## config.mk

```make
export PLATFORM = sky130hd
export DESIGN_NAME = data_logic_reg
export DESIGN_NICKNAME = d
export VERILOG_FILES = /design/src/rtl/data_logic_reg.sv
export SDC_FILE = /design/constraint.sdc
export NUM_CORES = 1
export LEC_CHECK = 0
export CAP_MARGIN = 10
export CORE_AREA = 3 3 40 42
export DETAILED_ROUTE_END_ITERATION = 10
export DIE_AREA = 0 0 43 45
export DONT_BUFFER_PORTS = 1
export PLACE_DENSITY = 0.74
export SYNTH_ARGS = -nofsm -noshare
export SYNTH_HDL_FRONTEND = slang
export SYNTH_SLANG_ARGS = --single-unit
export TNS_END_PERCENT = 1
```

## constraint.sdc

```tcl
create_clock -name clk -period 2.3 [get_ports clk]
set_input_delay 0.46 -clock clk [delete_from_list [all_inputs] [get_ports clk]]
set_output_delay 0.46 -clock clk [all_outputs]
set_load 0.01 [all_outputs]
```

## src/rtl/data_logic_reg.sv

```systemverilog
// Bitwise logic unit (OR/AND/XOR/NOR) feeding a DEPTH-entry result FIFO with a registered head.
// Optional delivered-result counter opCount is built only when DATA_LOGIC_REG_CNT_EN is defined.
module data_logic_reg #(
  parameter int unsigned WIDTH = 2,
  parameter int unsigned DEPTH = 2,
  parameter int unsigned CNT_W = 8
) (
  input  logic                    clk,
  input  logic                    rstN,
  input  logic                    inValid,
  output logic                    inReady,
  input  logic [WIDTH-1:0]        dataIn1,
  input  logic [WIDTH-1:0]        dataIn2,
  input  logic [1:0]              mode,
  output logic                    outValid,
  input  logic                    outReady,
  output logic [WIDTH-1:0]        dataOut,
  output logic [$clog2(DEPTH):0]  level
`ifdef DATA_LOGIC_REG_CNT_EN
  ,
  output logic [CNT_W-1:0]        opCount
`endif
);

  localparam int unsigned PTR_W = $clog2(DEPTH);
  localparam int unsigned LVL_W = PTR_W + 1;

  if (DEPTH < 2 || (DEPTH & (DEPTH - 1)) != 0 || CNT_W == 0 || WIDTH == 0) begin : g_bad_param
    $error("data_logic_reg: DEPTH must be a power of two >= 2, WIDTH and CNT_W nonzero");
  end

  logic [WIDTH-1:0] mem [DEPTH];
  logic [PTR_W-1:0] wr_ptr, rd_ptr, wr_ptr_nxt, rd_ptr_nxt;
  logic [LVL_W-1:0] level_nxt;
  logic [WIDTH-1:0] result_c, head_nxt;
  logic             push, pop;

  assign push = inValid & inReady;
  assign pop  = outValid & outReady;

  // Operation select; mode is captured with the operands when the beat is pushed.
  always_comb begin
    result_c = '0;
    case (mode)
      2'b00:   result_c = dataIn1 | dataIn2;
      2'b01:   result_c = dataIn1 & dataIn2;
      2'b10:   result_c = dataIn1 ^ dataIn2;
      default: result_c = ~(dataIn1 | dataIn2);
    endcase
  end

  // Next pointers, occupancy and head; a push landing on the new read slot bypasses into the head.
  always_comb begin
    wr_ptr_nxt = wr_ptr;
    rd_ptr_nxt = rd_ptr;
    level_nxt  = level;
    if (push) wr_ptr_nxt = PTR_W'(wr_ptr + 1'b1);
    if (pop)  rd_ptr_nxt = PTR_W'(rd_ptr + 1'b1);
    case ({push, pop})
      2'b10:   level_nxt = LVL_W'(level + 1'b1);
      2'b01:   level_nxt = LVL_W'(level - 1'b1);
      default: level_nxt = level;
    endcase
    head_nxt = mem[rd_ptr_nxt];
    if (push && (wr_ptr == rd_ptr_nxt)) head_nxt = result_c;
  end

  always_ff @(posedge clk or negedge rstN) begin
    if (!rstN) begin
      for (int i = 0; i < int'(DEPTH); i++) mem[i] <= '0;
    end else if (push) begin
      mem[wr_ptr] <= result_c;
    end
  end

  // All handshake and status outputs are registered from next-state values.
  always_ff @(posedge clk or negedge rstN) begin
    if (!rstN) begin
      wr_ptr   <= '0;
      rd_ptr   <= '0;
      level    <= '0;
      outValid <= 1'b0;
      inReady  <= 1'b1;
      dataOut  <= '0;
    end else begin
      wr_ptr   <= wr_ptr_nxt;
      rd_ptr   <= rd_ptr_nxt;
      level    <= level_nxt;
      outValid <= (level_nxt != '0);
      inReady  <= (level_nxt < LVL_W'(DEPTH));
      dataOut  <= head_nxt;
    end
  end

`ifdef DATA_LOGIC_REG_CNT_EN
  always_ff @(posedge clk or negedge rstN) begin
    if (!rstN)    opCount <= '0;
    else if (pop) opCount <= CNT_W'(opCount + 1'b1);
  end
`endif

endmodule

```

==> results.py <==
metrics = {
    "worst_setup_path": {
        "rr_startpoint": "inReady",
        "cpPeakStageDelay_ns": 0.60,
        "cp-end-kind": "flop",
        "ff2ff_setup_slack_ns": 0.66,
        "setup.worst_path.start_class": "flop",
        "crit_chain": "nand2_1, ha_1, xnor2_1, nor2_1, xnor2_1, nand2b_1",
        "crit_arrival_ns": 1.79,
        "slowest_stage": "dfstp_2",
        "crit_top_cell": "xnor2_1",
        "rr_worst_depth": 6,
        "r2r-end": "outValid",
        "cp_data_required_time_ns": 2.45,
        "worstPathMaxFanout": 5,
        "critical_path_class": "flop to flop",
    },
    "synthesis": {
        "synth.most_common_cell": "dfrtp_1",
        "synth-edff-count": 0,
        "synth_simple_gate_area_share_pct": 14.10,
        "syn_area_per_cell_sq_um": 10.09,
        "yosysTopAreaCellShare_pct": 41.35,
        "synth-compound-area-share_pct": 12.59,
        "syn-instance-count": 66,
        "synth_seq_cells": 12,
        "ys_top_cells_by_area": "dfrtp_1 41%, ha_1 9.4%, xnor2_1 5.3%",
        "synthArstFlopShare_pct": 100.0,
        "synth-main-ff-cell": "dfrtp_1",
        "synth_mux_area_share_pct": 5.263,
        "yosysWarningCount": 0,
        "synth_common_cells": "11 x dfrtp_1, 9 x inv_1, 6 x nand2_1, 5 x ha_1",
        "synth_area_leader_cell": "dfrtp_1",
        "synth_top_family_by_area": "simple AND/OR/NAND/NOR gates",
        "ys_types": 21,
        "synth_xor_area_share_pct": 7.707,
        "synth_fa_ha_area_share_pct": 9.398,
        "syn_area_sq_um": 665.6,
        "syn-num-nets": 81,
        "synth_seq_area_share_pct": 45.30,
    },
    "place": {
        "place_ws_ns": 0.6460,
        "gp_congestion": 0.7211,
        "placement.cell_area_sq_um": 680.7,
        "place_hpwl_um": 800.3,
        "port_buffers": 0,
    },
    "timing": {
        "worstMarginPinSlew_ns": 0.5072,
        "fmax_mhz": 610.3,
        "relSlewSlack_pct": 66.07,
        "rsz0062_at_grt": "false",
        "skew_ns": 0.003954,
        "tns_ns": 0,
        "min_period_ns": 1.639,
        "final_hold_viol_count": 0,
        "slew_violations": 0,
        "setup_viol": 0,
        "worst_slack_ns": 0.6615,
        "timing.final.crit_share_pct": 71.24,
    },
    "clocking": {
        "cts-root-buf": "clkbuf_4",
        "cts_hold_buf": 1,
        "clkTransAtPathRegs_ns": 0.07,
        "cts_buffers": 3,
        "cts_setup_buffers": 0,
        "cts_tree": "done",
        "cts.path.max_buffers": 2,
        "cts.sinks": 12,
        "clock_latency_ns": 0.27,
        "cts_resized": 0,
        "h-tree-depth": 1,
    },
    "global_routing": {
        "grt_pass1_vias": 474,
        "grt_first_pass_wirelength_mm": 2.007,
        "antenna_found_initial": 0,
        "grtUsageTotal_pct": 14.45,
        "overflow": 0,
        "grt_max_degree": 12,
    },
    "floorplan": {
        "core_region_area_sq_um": 1285,
        "row_count": 13,
        "die_w_um": 43,
        "start_util_pct": 51.80,
        "dieArea_sq_um": 1935,
        "fp.dieH_um": 45,
        "ios": 16,
    },
    "finish": {
        "drive_gt1_share_pct": 12.86,
        "final_net_count": 86,
        "stdcell_area_sq_um": 726.9,
        "syn2layout_area_growth_pct": 9.211,
        "fin_util_pct": 56.57,
        "antenna_cells": 0,
    },
    "outcome": {
        "status": "completed",
    },
    "power": {
        "peakVddDrop_mv": 0.6638,
        "power-per-cell-area_nw_per_um2": 1274,
        "p_leak_uw": 0.0003402,
    },
    "route": {
        "num_vias": 456,
        "vias_per_cell": 5.365,
        "detailedRoute.firstIterationViolations": 6,
        "avgRoutedWirePerCell_um": 12.22,
        "finalWirelength_mm": 1.039,
        "postRouteAntennaNets": 0,
        "dr.pass1.iters": 2,
        "drc": 0,
    },
    "hold_path": {
        "worstHoldPathType": "input pin to async pin",
    },
    "flow_run": {
        "cap_viol_max_count": 0,
    },
}
-- worst max-delay path: cells and delay by family, from the launching register on --
kind / cells / cell delay, ns
flip-flops: 1 / 0.60
XOR/XNOR: 2 / 0.38
adder cells (fa/ha/maj): 1 / 0.24
AND/OR/NAND/NOR: 3 / 0.31
-- area by class of cell --
cell class / instances / area, sq um
clock buffer: 4 / 36.28
tap: 15 / 18.77
multi-input combinational: 44 / 326.6
fill: 115 / 558.0
inverter: 9 / 33.78
timing repair buffer: 1 / 10.01
sequential: 12 / 301.5
-- per-layer routing --
layer  GRT usage, %  up-vias  part of all wire, %  wire (um)
met3          4.382        2                  6.0         62
met2          23.95       14                   49        514
li1               -      230                    -          -
met5              0        -                    0          0
met1          16.37      210                   42        438
met4          9.036        0                  2.2         23
-- through the flow --
| step | total power (uW) | std cells | hold WS (ns) |
|---|---|---|---|
| global placement | 752.5 | 80 | 0.1648 |
| detailed placement | 766.2 | 80 | 0.1648 |
| floorplan | 706.9 | 66 | 0.1644 |
| global route | 1016 | 85 | 0.01156 |
| CTS | 937.7 | 85 | 0.02173 |
| finish | 926.3 | 85 | 0.02934 |
-- kinds of logic after synthesis --
group	count (synthesis)
flip-flops	12
AO/OA/AOI/OAI	12
buffers and inverters	10
adder cells (fa/ha/maj)	5
multiplexers	3
AND/OR/NAND/NOR	19
XOR/XNOR	5
-- how the worst max path moves through the flow --
stage,startpoint,endpoint,slack (ns),depth (start not counted)
floorplan,dataIn1[1],dataOut[1],0.73,6
global placement,inReady,outValid,0.68,6
detailed placement,dataIn1[1],dataOut[1],0.65,6
CTS,inReady,outValid,0.65,6
global route,inReady,outValid,0.50,6
finish,inReady,outValid,0.66,6
-- cells in the final DEF (no fill, tap or decap) --
master,count
a311oi_1,2
nand2b_1,1
xor2_2,1
nand3_1,3
mux2_4,1
clkbuf_4,3
mux2i_1,2
nor3_2,1
o21ai_1,4
nor2_1,4
inv_1,9
ha_1,5
dfstp_2,1
a21oi_1,3
nand2_1,6
a21oi_4,1
o211ai_1,2
xnor2_1,4
dlygate4sd3_1,1
and3_1,2
nor2b_1,2
clkbuf_8,1
dfrtp_1,11
-- report_power, final --
part	leakage (uW)	switching, uW	internal (uW)
clock network	0.0000210	68.1	96.1
logic	0.000181	170	156
registers	0.000138	106	331
-- sequential cells by signal (all words and copies together) (netlist names) --
name / cells
dataOut: 2
rd_ptr: 1
mem: 4
level: 2
wr_ptr: 1
inReady: 1
outValid: 1
No activity file was read; power rests on OpenSTA's default activity.
